<file path="src/rtl/burst_read_wf_pkg.sv">
// Shared definitions for the Avalon-MM burst read/write masters.
// Latency: n/a (types and constants only).
// Backpressure: n/a.
package burst_read_wf_pkg;

    // Master FSM encoding, shared with the write-side master.
    typedef enum logic [1:0] {
        ST_IDLE = 2'd0,
        ST_REQ  = 2'd1,
        ST_DATA = 2'd2
    } state_t;

    // Widest byteenable we ever drive (1024-bit data); users slice
    // the low BYTE_ENABLE_WIDTH bits.
    localparam int                     MAX_BE_WIDTH = 128;
    localparam logic [MAX_BE_WIDTH-1:0] BE_ALL_ONES = '1;

endpackage

</file>
<file path="src/rtl/burst_read_wf.sv">
// Avalon-MM burst read master: one ctrl_start issues one burst read, beats are registered out with their index.
// Latency: command visible 1 cycle after start; readdatavalid -> ctrl_readdatavalid exactly 1 cycle.
// Backpressure: command held while master_waitrequest=1; returned data cannot be stalled (no local ready).
//
// Ports:
//   clk, reset_n                      clock, asynchronous active-low reset
//   master_*                          Avalon-MM read master towards the SDRAM controller
//   ctrl_start/baseaddress/burstcount burst request from the local datapath
//   ctrl_busy, ctrl_done              burst in progress / one-cycle completion pulse
//   ctrl_readdata/readdatavalid/address  registered beat data with beat index
module burst_read_wf
    import burst_read_wf_pkg::*;
#(
    parameter int ADDRESS_WIDTH     = 32,
    parameter int DATA_WIDTH        = 32,
    parameter int BYTE_ENABLE_WIDTH = 4,
    parameter int BURST_WIDTH       = 2
) (
    input  logic                         clk,
    input  logic                         reset_n,

    output logic [ADDRESS_WIDTH-1:0]     master_address,
    output logic                         master_read,
    output logic [BURST_WIDTH-1:0]       master_burstcount,
    output logic [BYTE_ENABLE_WIDTH-1:0] master_byteenable,
    input  logic                         master_waitrequest,
    input  logic [DATA_WIDTH-1:0]        master_readdata,
    input  logic                         master_readdatavalid,

    input  logic                         ctrl_start,
    input  logic [ADDRESS_WIDTH-1:0]     ctrl_baseaddress,
    input  logic [BURST_WIDTH-1:0]       ctrl_burstcount,
    output logic                         ctrl_busy,
    output logic                         ctrl_done,
    output logic [DATA_WIDTH-1:0]        ctrl_readdata,
    output logic                         ctrl_readdatavalid,
    output logic [BURST_WIDTH-1:0]       ctrl_address
);

    localparam logic [BURST_WIDTH-1:0] ONE = {{(BURST_WIDTH-1){1'b0}}, 1'b1};

    state_t                 state;
    state_t                 state_nxt;
    logic [BURST_WIDTH-1:0] beat_cnt;
    logic                   start_ok;
    logic                   cmd_accept;
    logic                   beat_vld;
    logic                   last_beat;

    assign master_byteenable = BE_ALL_ONES[BYTE_ENABLE_WIDTH-1:0];

    // Zero-length starts are dropped so busy never rises for them.
    assign start_ok   = (state == ST_IDLE) && ctrl_start && (ctrl_burstcount != '0);
    assign cmd_accept = (state == ST_REQ) && !master_waitrequest;
    // Returned data outside DATA is a slave protocol error and is ignored.
    assign beat_vld   = (state == ST_DATA) && master_readdatavalid;
    // master_burstcount doubles as the latched burst length.
    assign last_beat  = beat_vld && (beat_cnt == (master_burstcount - ONE));

    // State register
    always_ff @(posedge clk or negedge reset_n) begin
        if (!reset_n) begin
            state <= ST_IDLE;
        end else begin
            state <= state_nxt;
        end
    end

    // Next-state logic
    always_comb begin
        state_nxt = state;
        case (state)
            ST_IDLE: if (start_ok)   state_nxt = ST_REQ;
            ST_REQ:  if (cmd_accept) state_nxt = ST_DATA;
            ST_DATA: if (last_beat)  state_nxt = ST_IDLE;
            default:                 state_nxt = ST_IDLE;
        endcase
    end

    // State-decoded outputs: read is asserted for the whole REQ stall, and
    // busy drops on the same edge that raises ctrl_done.
    always_comb begin
        master_read = 1'b0;
        ctrl_busy   = 1'b0;
        case (state)
            ST_REQ: begin
                master_read = 1'b1;
                ctrl_busy   = 1'b1;
            end
            ST_DATA: ctrl_busy = 1'b1;
            default: ;
        endcase
    end

    // Command latch, beat counter and beat output register
    always_ff @(posedge clk or negedge reset_n) begin
        if (!reset_n) begin
            master_address     <= '0;
            master_burstcount  <= '0;
            beat_cnt           <= '0;
            ctrl_readdata      <= '0;
            ctrl_address       <= '0;
            ctrl_readdatavalid <= 1'b0;
            ctrl_done          <= 1'b0;
        end else begin
            ctrl_readdatavalid <= 1'b0;
            ctrl_done          <= 1'b0;
            if (start_ok) begin
                master_address    <= ctrl_baseaddress;
                master_burstcount <= ctrl_burstcount;
                beat_cnt          <= '0;
            end
            if (beat_vld) begin
                ctrl_readdata      <= master_readdata;
                ctrl_address       <= beat_cnt;
                ctrl_readdatavalid <= 1'b1;
                ctrl_done          <= last_beat;
                beat_cnt           <= beat_cnt + ONE;
            end
        end
    end

endmodule

</file>
<file path="config.mk">
export PLATFORM = sky130hd
export DESIGN_NAME = burst_read_wf
export DESIGN_NICKNAME = d
export VERILOG_FILES = /design/src/rtl/burst_read_wf_pkg.sv /design/src/rtl/burst_read_wf.sv
export SDC_FILE = /design/constraint.sdc
export NUM_CORES = 1
export LEC_CHECK = 0
export CAP_MARGIN = 20
export CORE_MARGIN = 10
export CORE_UTILIZATION = 44
export CTS_BUF_LIST = sky130_fd_sc_hd__clkbuf_4
export DETAILED_ROUTE_END_ITERATION = 6
export PLACE_DENSITY = 0.84
export SLEW_MARGIN = 20
export SYNTH_ARGS = -nofsm -noshare
export SYNTH_HDL_FRONTEND = slang
export SYNTH_SLANG_ARGS = --single-unit
</file>
<file path="constraint.sdc">
create_clock -name clk -period 3.2 [get_ports clk]
set_input_delay 0.96 -clock clk [delete_from_list [all_inputs] [get_ports clk]]
set_output_delay 0.96 -clock clk [all_outputs]
set_load 0.005 [all_outputs]
</file>
* Word level (Yosys, flattened, before mapping) *
Cells that the tools add are included.

word-level totals
  output and inout port bits = 76
  bits of input ports = 71
  word-level logic and storage cells = 37
  bits in registers = 74

cells by class
  reduce and logical (&&, ||, !) cells = 11
  muxes and demuxes = 10
  equal/unequal tests = 6
  add/subtract/negate cells = 2

operators by type and width
  cell                                              number
  two-way mux 2 bit                                 5
  inequality test 2 bit, second input constant      3
  one-hot mux 2 bit (3 select lines)                1
  logical AND 1 bit                                 5
  two-way mux 1 bit                                 4
  nonzero test 2 bit                                2
  AND reduction 3 bit                               1
  adder 2 x 1 -> 2 bit, second input constant       1
  == test 2 x 1 -> 1 bit, second input constant     1
  == test 2 bit                                     1
  == test 2 bit, second input constant              1
  zero test 2 bit                                   1
  OR reduction 2 bit                                1
  subtractor 2 x 1 -> 2 bit, second input constant  1
  zero test 1 bit                                   1

* Logic depth before layout (Yosys ltp) *
  depth after elaboration = 5
  mapped depth = 7
  mapped depth without buffers = 6

* Worst setup path before layout *
OpenSTA, ideal clock, no wires.

  path kind = input port to flip-flop
  start point = in ctrl_burstcount[1]
  end point = reg master_address[10]
  setup time = 0.128 ns
  slack = 1.292 ns
  stages on the path = 3
  arrival = 1.780 ns
  path buffers = 1
  required time = 3.072 ns
  cell sequence = o211ai_4 buf_4 mux2_1

on the way
  longest elaborated chain between the ends = 2

RTL lines
  element               line                  text
  start, declared       burst_read_wf.sv:32   input logic [BURST_WIDTH-1:0] ctrl_burstcount,
  nonzero test 2 bit    burst_read_wf.sv:53   assign start_ok = (state == ST_IDLE) && ctrl_start && (ctrl_burstcount != '0);
  logical AND 1 bit     burst_read_wf.sv:53
  end signal, assigned  burst_read_wf.sv:109  master_address <= ctrl_baseaddress;
  end, declared         burst_read_wf.sv:22   output logic [ADDRESS_WIDTH-1:0] master_address,

No other way between the ends.
A chain may end at the register's enable or synchronous reset.

* Worst setup path after layout *
  start point = reg state[1]
  end point = out master_read

on the way
  longest elaborated chain between the ends = 2

RTL lines
  element                 line                 text
  start, declared         burst_read_wf.sv:42  state_t state;
  start signal, assigned  burst_read_wf.sv:65  state <= state_nxt;
  == test 2 x 1 -> 1 bit  burst_read_wf.sv:85  case (state)
  two-way mux 1 bit       burst_read_wf.sv:85
  end, declared           burst_read_wf.sv:23  output logic master_read,

No other way between the ends.

==> flow_summary.yaml <==
cells_and_area:
  synthToLayoutAreaGrowth_pct: 55.87
  seqCellArea_sq_um: 1852
  nNetsFinal: 410
  multi_input_area_sq_um: 997.2
  diodes: 0
  fill_cells: 458
  drive_gt1_share_pct: 10.00
yosys:
  syn_avg_cell_area_sq_um: 15.70
  synth_area_leaders: "dfrtp_1 (63%), mux2_1 (22%), mux2_2 (4.2%)"
  synth_cell_types: 23
  synth-seq-area-share_pct: 63.41
  netlist_area_sq_um: 2920
  yosys_register_bits: 74
  yosysMostFrequentCell: "dfrtp_1"
  synth_largest_area_cell: "dfrtp_1"
  synthTopCellsByCount: "dfrtp_1 (74), mux2_1 (56), mux2_2 (11)"
  synthCells: 186
  ys.flop_type: "dfrtp_1"
  synth_edf_count: 0
  async_reset_ff_share_pct: 100.0
  ys_warn_count: 0
  netlist.area_leader.share_pct: 63.41
placed_design:
  globalplace.congestion: 0.8069
  hpwl_um: 5991
  portBuffers: 142
drt:
  wire_per_inst_um: 18.15
  firstDrtPassIters: 4
  ant_nets: 0
  vias: 2031
  postRouteWirelength_um: 7569
  vias_per_cell: 4.871
  drc: 0
  drtIter0Drc: 44
power_and_ir_drop:
  power_density_nw_per_um2: 878.0
  power_w: 0.003997
  p_leak_nw: 1.937
  intPower_w: 0.002845
  pwr-share-comb_pct: 44.6
  p_switching_w: 0.001152
  p_clk_share_pct: 14.5
  swShare_pct: 28.81
  irDropWorstVdd_mv: 0.5292
  p_seq_share_pct: 40.9
floorplan:
  initial_core_util_pct: 45.73
  die_w_um: 101.5
  io_pins: 147
  die_h_um: 101.5
  design.core.area_sq_um: 6386
  die_area_sq_um: 10300
  fp-row-count: 29
grt:
  first_global_vias: 2243
  track_usage_pct: 14.60
  grt-ovfl-total: 0
  grt_pass1_wl_um: 11700
  grt_max_degree: 75
  antenna_found_initial: 0
timing:
  setup_viol: 0
  fin_setup_tns_ns: 0
  finalClockSkew_ns: 0.01515
  hold_viol: 0
  post-route-period-util_pct: 83.66
  rsz0062_at_grt: "no"
  maxSlewViolCount: 0
  tightest_slew_ns: 0.9085
  final.min_clock_period_ns: 2.677
  maxSlewHeadroom_pct: 39.43
  fmax_mhz: 373.6
clock_network:
  cts_sinks: 74
  cts.reportedPaths.clkPinSlew_ns: 0.12
  clkLatencyLatePin_ns: 0.41
  cts_resized: 0
  cts-htree-levels: 3
  cts_tree: "done"
  clock_path_buffers: 2
  root_buffer: "clkbuf_4"
  post_cts.repair.setup_buffers: 0
  cts_hold_buf: 0
  numCtsBuffers: 9
run_status:
  status: "finished clean"
critical_path:
  critPathMaxStageDelay_ns: 0.55
  crit_arrival_ns: 1.72
  critPathKind: "flip-flop to output pin"
  worstPathCellList: "inv_1 > ha_1 > clkdlybuf4s50_1"
  critPathBufInv: 2
  critical_path_required_ns: 2.24
  path_delay_family: "buffers and inverters"
  critPathLaunchType: "flip-flop"
  cp_max_fo: 4
  end_kind: "output pin"
  critPathSlowestCell: "clkdlybuf4s50_1"
run:
  cap_violations: 0
hold_path:
  min_path_type: "flip-flop to flip-flop"
-- through the flow --
stage	instance area, sq um	worst slack [ns]	hold slack [ns]	utilization, %	std cells
finish	4552	0.5230	0.5009	71.28	417
global route	4552	0.4165	0.5157	71.28	417
CTS	4552	0.4958	0.5064	71.28	417
detailed placement	4414	0.5928	0.4757	69.12	401
global placement	4414	0.6403	0.4645	69.12	401
floorplan	2932	1.292	0.4702	-	189
-- flip-flops by register name, indices dropped and copies added, names as in the netlist --
register and flops:
ctrl_done 1, ctrl_address 2, ctrl_readdata 32, ctrl_readdatavalid 1, state 2, beat_cnt 2
master_address 32, master_burstcount 2
-- placed cells by master (no fill, tap or decap), types with 2 or more instances in the layout --
master | netlist | routed
clkdlybuf4s50_1 | 0 | 141
dfrtp_1 | 74 | 74
mux2_1 | 56 | 56
mux2_2 | 11 | 11
clkbuf_4 | 0 | 11
nand2_1 | 5 | 5
ha_1 | 4 | 4
conb_1 | 1 | 4
inv_1 | 3 | 3
nand3b_1 | 3 | 3
a21oi_1 | 3 | 3
o21ai_1 | 3 | 3
buf_4 | 7 | 3
nor2_1 | 2 | 2
o21ai_0 | 2 | 2
-- area by class of cell --
cell class / count / share of cell area [%]
well taps: 77 / 2.117
clock inverters: 5 / 1.209
flip-flops and latches: 74 / 40.68
inverters: 4 / 0.3299
multi-input cells: 101 / 21.91
clock buffers: 11 / 1.814
repair buffers: 145 / 31.94
-- metal layers --
layer | global-route usage, % | wire, um | share of wire, % | vias to the layer above
met5 | 0 | 0 | 0 | -
met4 | 6.109 | 105 | 1.4 | 0
met3 | 8.441 | 1024 | 14 | 9
met2 | 22.85 | 3536 | 47 | 96
met1 | 15.89 | 2902 | 38 | 992
li1 | - | - | - | 934
-- worst reg2reg max path: stages, from the launching register on --
cell and delay [ns]:
dfrtp_1 0.42, inv_1 0.11, ha_1 0.19, nand2_1 0.17, inv_2 0.23, buf_12 0.22
mux2_2 0.36
-- power groups by stage --
stage               registers, W  clock network (W)  logic (W)
global placement         0.00163                  0    0.00177
floorplan                0.00168                  0   0.000576
finish                   0.00163           0.000581    0.00178
detailed placement       0.00166                  0    0.00182
CTS                      0.00164           0.000598    0.00183
global route             0.00169           0.000636    0.00194
-- logic make-up (layout without fill, tap and decap cells) --
kind of cell,Yosys count,in the layout,synth area share [%]
compound gates,12,12,3.042
xor+xnor,1,1,0.3000
fa+ha+maj,4,4,1.714
buf+inv,14,165,2.827
flops,74,74,63.41
mux,69,69,26.69
other cells,1,4,0.1284
simple gates,11,11,1.885
-- path summary, 6_finish.rpt --
check / slack (ns) / to / start / depth (start not counted)
worst max-delay path: 0.52 / master_read / state[1] / 3
worst min-delay path: 0.50 / ctrl_readdata[28] / ctrl_readdata[28] / 1
worst max register to register: 1.39 / ctrl_readdata[18] / state[0] / 6
worst min register to register: 0.50 / ctrl_readdata[28] / ctrl_readdata[28] / 1
max in group asynchronous: 1.93 / ctrl_readdata[16] / reset_n / 1
min in group asynchronous: 0.64 / master_address[7] / reset_n / 1
Power figures use the tool's default switching activity.
